`src/rtl/fifo_word_serializer.sv`:
```
// Fetches one word from a registered-read FIFO and transmits it as an
// async-style serial frame. SER_PARITY_EN adds an even-parity bit before STOP.
module fifo_word_serializer #(
    parameter int WORD_WIDTH = 32,
    parameter int BAUD_DIV   = 4,
    parameter int CNT_WIDTH  = 16
) (
    input  logic                  clk,
    input  logic                  rst_n,
    input  logic                  enable,
    input  logic                  fifo_empty,
    input  logic [WORD_WIDTH-1:0] fifo_data,
    output logic                  fifo_rd,
    output logic                  ser_out,
    output logic                  busy,
    output logic [CNT_WIDTH-1:0]  frame_cnt
);

    localparam int BAUD_W = $clog2(BAUD_DIV);
    localparam int BIT_W  = (WORD_WIDTH > 1) ? $clog2(WORD_WIDTH) : 1;
    localparam logic [BAUD_W-1:0] BAUD_LAST = BAUD_W'(BAUD_DIV - 1);
    localparam logic [BIT_W-1:0]  BIT_LAST  = BIT_W'(WORD_WIDTH - 1);

    typedef enum logic [2:0] {
        S_IDLE   = 3'd0,
        S_REQ    = 3'd1,
        S_WAIT   = 3'd2,
        S_START  = 3'd3,
        S_DATA   = 3'd4,
`ifdef SER_PARITY_EN
        S_PARITY = 3'd5,
`endif
        S_STOP   = 3'd6
    } state_t;

    state_t                state_q, state_d;
    logic [BAUD_W-1:0]     baud_cnt_q, baud_cnt_d;
    logic [BIT_W-1:0]      bit_cnt_q, bit_cnt_d;
    logic [WORD_WIDTH-1:0] shift_q, shift_d;
    logic [CNT_WIDTH-1:0]  frame_cnt_q, frame_cnt_d;
    logic                  ser_out_q, ser_out_d;
    logic                  fifo_rd_q, fifo_rd_d;
`ifdef SER_PARITY_EN
    logic                  parity_q, parity_d;
`endif

    logic baud_last;
    logic bit_last;

    assign baud_last = (baud_cnt_q == BAUD_LAST);
    assign bit_last  = (bit_cnt_q == BIT_LAST);

    always_ff @(posedge clk or negedge rst_n) begin
        if (!rst_n) begin
            state_q <= S_IDLE;
        end else begin
            state_q <= state_d;
        end
    end

    always_comb begin
        state_d = state_q;
        case (state_q)
            S_IDLE:  if (enable && !fifo_empty) state_d = S_REQ;
            S_REQ:   state_d = S_WAIT;
            S_WAIT:  state_d = S_START;
            S_START: if (baud_last) state_d = S_DATA;
            S_DATA: begin
                if (baud_last && bit_last) begin
`ifdef SER_PARITY_EN
                    state_d = S_PARITY;
`else
                    state_d = S_STOP;
`endif
                end
            end
`ifdef SER_PARITY_EN
            S_PARITY: if (baud_last) state_d = S_STOP;
`endif
            S_STOP:  if (baud_last) state_d = S_IDLE;
            default: state_d = S_IDLE;
        endcase
    end

    // Divider restarts on every bit boundary so the frame cannot drift.
    always_comb begin
        baud_cnt_d  = '0;
        bit_cnt_d   = bit_cnt_q;
        shift_d     = shift_q;
        frame_cnt_d = frame_cnt_q;
`ifdef SER_PARITY_EN
        parity_d    = parity_q;
`endif
        case (state_q)
            S_WAIT: begin
                shift_d   = fifo_data;
                bit_cnt_d = '0;
`ifdef SER_PARITY_EN
                parity_d  = ^fifo_data;
`endif
            end
            S_START: begin
                baud_cnt_d = baud_last ? '0 : baud_cnt_q + 1'b1;
            end
            S_DATA: begin
                baud_cnt_d = baud_last ? '0 : baud_cnt_q + 1'b1;
                if (baud_last) begin
                    shift_d   = shift_q >> 1;
                    bit_cnt_d = bit_last ? '0 : bit_cnt_q + 1'b1;
                end
            end
`ifdef SER_PARITY_EN
            S_PARITY: begin
                baud_cnt_d = baud_last ? '0 : baud_cnt_q + 1'b1;
            end
`endif
            S_STOP: begin
                baud_cnt_d = baud_last ? '0 : baud_cnt_q + 1'b1;
                if (baud_last) frame_cnt_d = frame_cnt_q + 1'b1;
            end
            default: ;
        endcase
    end

    // Output flops are loaded from next-state values so they align with state_q.
    always_comb begin
        fifo_rd_d = (state_d == S_REQ);
        ser_out_d = 1'b1;
        case (state_d)
            S_START:  ser_out_d = 1'b0;
            S_DATA:   ser_out_d = shift_d[0];
`ifdef SER_PARITY_EN
            S_PARITY: ser_out_d = parity_d;
`endif
            default:  ser_out_d = 1'b1;
        endcase
    end

    always_ff @(posedge clk or negedge rst_n) begin
        if (!rst_n) begin
            baud_cnt_q  <= '0;
            bit_cnt_q   <= '0;
            shift_q     <= '0;
            frame_cnt_q <= '0;
            ser_out_q   <= 1'b1;
            fifo_rd_q   <= 1'b0;
`ifdef SER_PARITY_EN
            parity_q    <= 1'b0;
`endif
        end else begin
            baud_cnt_q  <= baud_cnt_d;
            bit_cnt_q   <= bit_cnt_d;
            shift_q     <= shift_d;
            frame_cnt_q <= frame_cnt_d;
            ser_out_q   <= ser_out_d;
            fifo_rd_q   <= fifo_rd_d;
`ifdef SER_PARITY_EN
            parity_q    <= parity_d;
`endif
        end
    end

    assign fifo_rd   = fifo_rd_q;
    assign ser_out   = ser_out_q;
    assign busy      = (state_q != S_IDLE);
    assign frame_cnt = frame_cnt_q;

endmodule
```
`config.mk`:
```
export PLATFORM = sky130hd
export DESIGN_NAME = fifo_word_serializer
export DESIGN_NICKNAME = d
export VERILOG_FILES = /design/src/rtl/fifo_word_serializer.sv
export SDC_FILE = /design/constraint.sdc
export NUM_CORES = 1
export LEC_CHECK = 0
export BUFFER_PORTS_ARGS = -buffer_cell sky130_fd_sc_hd__buf_2
export CAP_MARGIN = 20
export CORE_ASPECT_RATIO = 0.6
export CORE_MARGIN = 2
export CORE_UTILIZATION = 57
export CTS_BUF_LIST = sky130_fd_sc_hd__clkbuf_4
export DETAILED_ROUTE_END_ITERATION = 7
export PLACE_DENSITY = 0.82
export SYNTH_ARGS = -nofsm -noshare
export SYNTH_HDL_FRONTEND = slang
export SYNTH_SLANG_ARGS = --single-unit
```
`constraint.sdc`:
```
create_clock -name clk -period 2.2 [get_ports clk]
set_clock_uncertainty 0.15 [all_clocks]
set_input_delay 0.11 -clock clk [delete_from_list [all_inputs] [get_ports clk]]
set_output_delay 0.11 -clock clk [all_outputs]
set_load 0.02 [all_outputs]
```
-- Word-level counts from Yosys, hierarchy flattened
Cells that the tools add are included.
Widths: inputs -> output; s select.
- add/subtract/negate cells: 3
- reductions and logical operators: 9
- eq/ne operators: 11
- mux-type cells: 13
- operators by type and width (kind ; number):
    $pmux 32 s2 ; 1
    $mux 32 ; 1
    $pmux 3 s6 ; 1
    $add 16x1->16 const B ; 1
    $mux 3 ; 4
    $mux 5 ; 2
    $pmux 5 s2 ; 1
    $eq 3x2->1 const B ; 3
    $eq 3x3->1 const B ; 3
    $eq 3x1->1 const B ; 2
    $add 5x1->5 const B ; 1
    $eq 5x5->1 const B ; 1
    $mux 2 ; 2
    $reduce_and 2->1 ; 2
    $logic_not 3->1 ; 1
    $reduce_bool 3->1 ; 1
    $reduce_or 3->1 ; 1
    $add 2x1->2 const B ; 1
    $eq 2x2->1 const B ; 1
    $logic_and 1x1->1 ; 2
    $ne 2x2->1 const B ; 1
    $pmux 1 s2 ; 1
    $reduce_bool 2->1 ; 1
    $logic_not 1->1 ; 1
- flip-flop bits (word level): 60
- bits of input ports: 36

-- Longest topological paths before layout
- word-level depth: 6
- depth in mapped cells: 7
- depth with buffers taken out: 6

-- Least setup slack after synthesis
OpenSTA, ideal clock, no wires.
- path kind: reg-to-reg
- start point: reg bit_cnt_q[0]
- end point: reg ser_out_q (netlist: ser_out)
- slack: 0.445 ns
- cell stages (with the launch flop): 6
- clock period less this slack: 1.755 ns
- library setup time: 0.097 ns
- data arrival time: 1.508 ns
- path buffers: 0
- cells stage by stage: dfrtp_1 ha_1 and3_1 ha_1 a2111oi_0 o22ai_1
- cells in the longest elaborated chain, start to end: 6
- RTL lines (element ; line ; RTL):
    start: declaration ; 38 ; logic [BIT_W-1:0] bit_cnt_q, bit_cnt_d;
    start signal: assignment ; 152 ; bit_cnt_q <= bit_cnt_d;
    $eq 5x5->1 (*) ; 51 ; assign bit_last = (bit_cnt_q == BIT_LAST);
    $logic_and 1x1->1 (*) ; 69 ; if (baud_last && bit_last) begin
    $mux 3 (*) ; 69 ;
    $pmux 3 s6 (*) ; 63 ; case (state_q)
    $eq 3x3->1 / $eq 3x2->1 (equally long branches) ; 129 ; case (state_d)
    $pmux 1 s2 (*) ; 129 ;
    named net ser_out_d ; 41 ; logic ser_out_q, ser_out_d;
    end signal: assignment ; 155 ; ser_out_q <= ser_out_d;
    end: declaration ; 41 ;
Mark *: on every way through the listed nets, which the timed path passes. The rest lies on a longest branch.
A chain may end at the register's enable or synchronous reset.

-- Final worst setup path
- start point: reg bit_cnt_q[1]
- end point: reg ser_out_q (netlist: ser_out)
Same word-level chain as after synthesis.

==> flow_summary.json <==
{
  "cp_cell_sequence": "ha_1 -> and3_1 -> ha_1 -> a2111oi_0 -> o22ai_1",
  "netlist_top_cells_area": "dfrtp_1 (54%), nand2_1 (10%), a22oi_1 (8.3%), xnor2_1 (3.5%), buf_2 (1.8%)",
  "cts_root_buffer": "clkbuf_4",
  "synth-seq-cells": 60,
  "synth-simple-area-share_pct": 21.4,
  "path_buf_inv": 0,
  "final_nets": 399,
  "synth_nets": 305,
  "hold_path.class": "primary input to register",
  "syn2layout_area_growth_pct": 30.5,
  "die_w_um": 93.2,
  "dp_hpwl_mm": 4.07,
  "grt_usage_pct": 26.2,
  "yosys.cell_types.count": 41,
  "drtIter0Drc": 115,
  "clk_transition_reported_paths_ns": 0.10,
  "crit_path_end_kind": "register",
  "wirelength_mm": 6.34,
  "post_cts_resized": 0,
  "synth_top_area_share_pct": 54.3,
  "gp_congestion": 0.804,
  "ys_seq_area_share_pct": 55.2,
  "rsz0062_at_grt": "false",
  "critical_path_class": "register to register",
  "synth.avg_cell_area_um2": 10.3,
  "synthAdderAreaFrac_pct": 1.84,
  "multi_input_area_mm2": 0.00114,
  "synth_compound_area_share_pct": 13.1,
  "worstPathRequired_ns": 2.36,
  "fin_crit_sh_pct": 90.6,
  "grt_max_degree": 34,
  "antenna_found_initial": 0,
  "synth_mux_area_share_pct": 0,
  "tns_ns": 0,
  "p_leak_uw": 0.00181,
  "drt_first_pass_iters": 5,
  "io_buffers": 54,
  "critPathArrivalTime_ns": 2.15,
  "ant_nets": 0,
  "maxSlewViolCount": 0,
  "grt_pass1_vias": 2208,
  "cts_buffers": 9,
  "core_mm2": 0.00459,
  "max-clock-path-buffers": 2,
  "syn_inst": 265,
  "yosysTopAreaCell": "dfrtp_1",
  "worstSetupStartpointType": "register",
  "diodes": 0,
  "wl_per_cell_um": 14.8,
  "maxCapViolCount": 0,
  "grt_overflow": 0,
  "htreeDepth": 3,
  "syn_area_mm2": 0.00272,
  "cts_tree": "yes",
  "grt_pass1_wl_mm": 10.5,
  "die_area_mm2": 0.00536,
  "drc": 0,
  "setup_viol": 0,
  "r2r_slack_ns": 0.21,
  "slew_headroom_pct": 51.5,
  "pin_count": 55,
  "cts_hold_buffers": 35,
  "hold_viol_final": 0,
  "clk_latency_ns": 0.39,
  "seq_area_mm2": 0.00150,
  "status": "finished clean",
  "critPathTopFamily": "compound AO/OA/AOI/OAI gates",
  "num_vias": 2279,
  "irDropWorstVdd_mv": 0.378,
  "max_freq_mhz": 502,
  "cp_max_fo": 7,
  "report.power.total_uw": 1990,
  "synth_top_family_by_area": "simple AND/OR/NAND/NOR gates",
  "via_per_inst": 5.34,
  "synth_xor_area_share_pct": 4.83,
  "finalCriticalPeriod_ns": 1.99,
  "dieHeight_um": 57.5,
  "rows": 19,
  "yosysWarnings": 0,
  "worst_path_max_delay_cell": "a2111oi_0",
  "fillCellCount": 308,
  "cpPeakStageDelay_ns": 0.47,
  "clock_sinks": 60,
  "crit_path_frequent_cell": "ha_1",
  "tightest_slew_ns": 0.728,
  "post_cts_buffers": 0,
  "drive_gt1_share_pct": 22.5,
  "cellPowerDensity_mw_per_mm2": 559,
  "initial_core_util_pct": 59.3
}
[final cells by class]
cell class	count	area share (%)
Timing Repair Buffer	97	19.2
Clock buffer	9	1.90
Tap cell	63	2.22
Clock inverter	7	1.62
Sequential cell	60	42.3
Inverter	6	0.634
Multi-Input combinational cell	185	32.1
[placed cells by master, fill, tap and decap left out, types with 2 or more instances in the layout]
cell / netlist / routed
nor2_1: 7 / 7
nand3_1: 6 / 6
nand3b_1: 3 / 3
inv_1: 6 / 6
xnor2_1: 11 / 11
nand4_1: 2 / 2
nor4_1: 2 / 2
clkinv_1: 0 / 4
a32oi_1: 2 / 2
clkbuf_4: 0 / 9
nand2b_1: 2 / 2
o21ai_1: 4 / 4
and3_1: 2 / 2
o22ai_1: 3 / 3
xor2_1: 4 / 4
buf_2: 10 / 54
dfrtp_1: 59 / 59
nor2b_1: 5 / 5
a22oi_1: 30 / 30
dlygate4sd3_1: 0 / 35
o21ai_0: 3 / 3
buf_4: 3 / 8
ha_1: 4 / 4
and4_1: 2 / 2
a21oi_1: 4 / 4
nand2_1: 73 / 73
[layer usage]
layer	share of wire, %	GRT usage (%)	up-vias
li1	-	-	1114
met5	0	0	-
met2	48	43.1	75
met3	5.8	8.32	2
met1	45	34.0	1088
met4	0.47	7.56	0
[logic make-up (layout without fill, tap and decap cells)]
kind of cell               count (synthesis)  after routing
DFF                                       60             60
and+or+nand+nor                          115            115
AOI/OAI and AO/OA                         51             51
adders and majority gates                  4              4
buffers and inverters                     20            119
xor gates and xnor gates                  15             15
[power breakdown]
group | switching [µW] | internal, µW | leakage, µW
clock | 388 | 330 | 0.0000659
sequential | 11.6 | 1120 | 0.000760
combinational | 54.8 | 78.9 | 0.000982
total | 454 | 1530 | 0.00181
[flip-flops by register name, summed over array words and instances, names as in the netlist]
signal,flops
ser_out,1
fifo_rd,1
state_q,3
baud_cnt_q,2
shift_q,32
bit_cnt_q,5
frame_cnt,16
[worst reg2reg max path, cell delays in order, from the launching register on]
cell and delay (ns):
dfrtp_1 0.44, ha_1 0.25, and3_1 0.20, ha_1 0.25, a2111oi_0 0.47, o22ai_1 0.16
[stage by stage]
stage	std cells	util (%)	setup slack, ns	hold WS (ns)	area, µm²
floorplan	265	-	0.445	-0.336	2720
global placement	376	67.0	0.299	0.0465	3080
detailed placement	376	67.0	0.240	0.0482	3080
CTS	427	77.4	0.232	0.00402	3550
global route	427	77.4	0.0687	0.0499	3550
finish	427	77.4	0.208	0.0262	3550
[synth_stat cells]
cell type / number
nand4b_1: 1
nand2b_1: 2
buf_4: 3
nand3_1: 6
nand2_1: 73
o21ai_1: 4
or2_1: 1
a21o_1: 1
nor3_1: 1
or3_1: 1
o22ai_1: 3
o21ai_0: 3
clkbuf_1: 1
a2111oi_0: 1
xor2_1: 4
nand4_1: 2
and3_1: 2
a22oi_1: 30
nor4_2: 1
dfstp_2: 1
and4_1: 2
o21bai_1: 1
nor4_4: 1
a22o_1: 1
nor2_1: 7
nor3b_2: 1
dfrtp_1: 59
inv_1: 6
nor4_1: 2
nand3b_1: 3
nand4_2: 1
nor4bb_1: 1
ha_1: 4
a21oi_1: 4
nor2b_1: 5
buf_2: 10
a32oi_1: 2
nor2_4: 1
o31ai_1: 1
xnor2_1: 11
nand4b_4: 1
[path summary, 6_finish.rpt]
path                               startpoint            end  depth (start not counted)
worst max-delay path             bit_cnt_q[1]        ser_out                          5
max in group asynchronous               rst_n  baud_cnt_q[0]                          3
worst max register to register   bit_cnt_q[1]        ser_out                          5
worst min-delay path                   enable     state_q[0]                          4
worst min register to register  baud_cnt_q[0]  baud_cnt_q[0]                          1
min in group asynchronous               rst_n    shift_q[17]                          2
No activity file was read; power rests on OpenSTA's default activity.
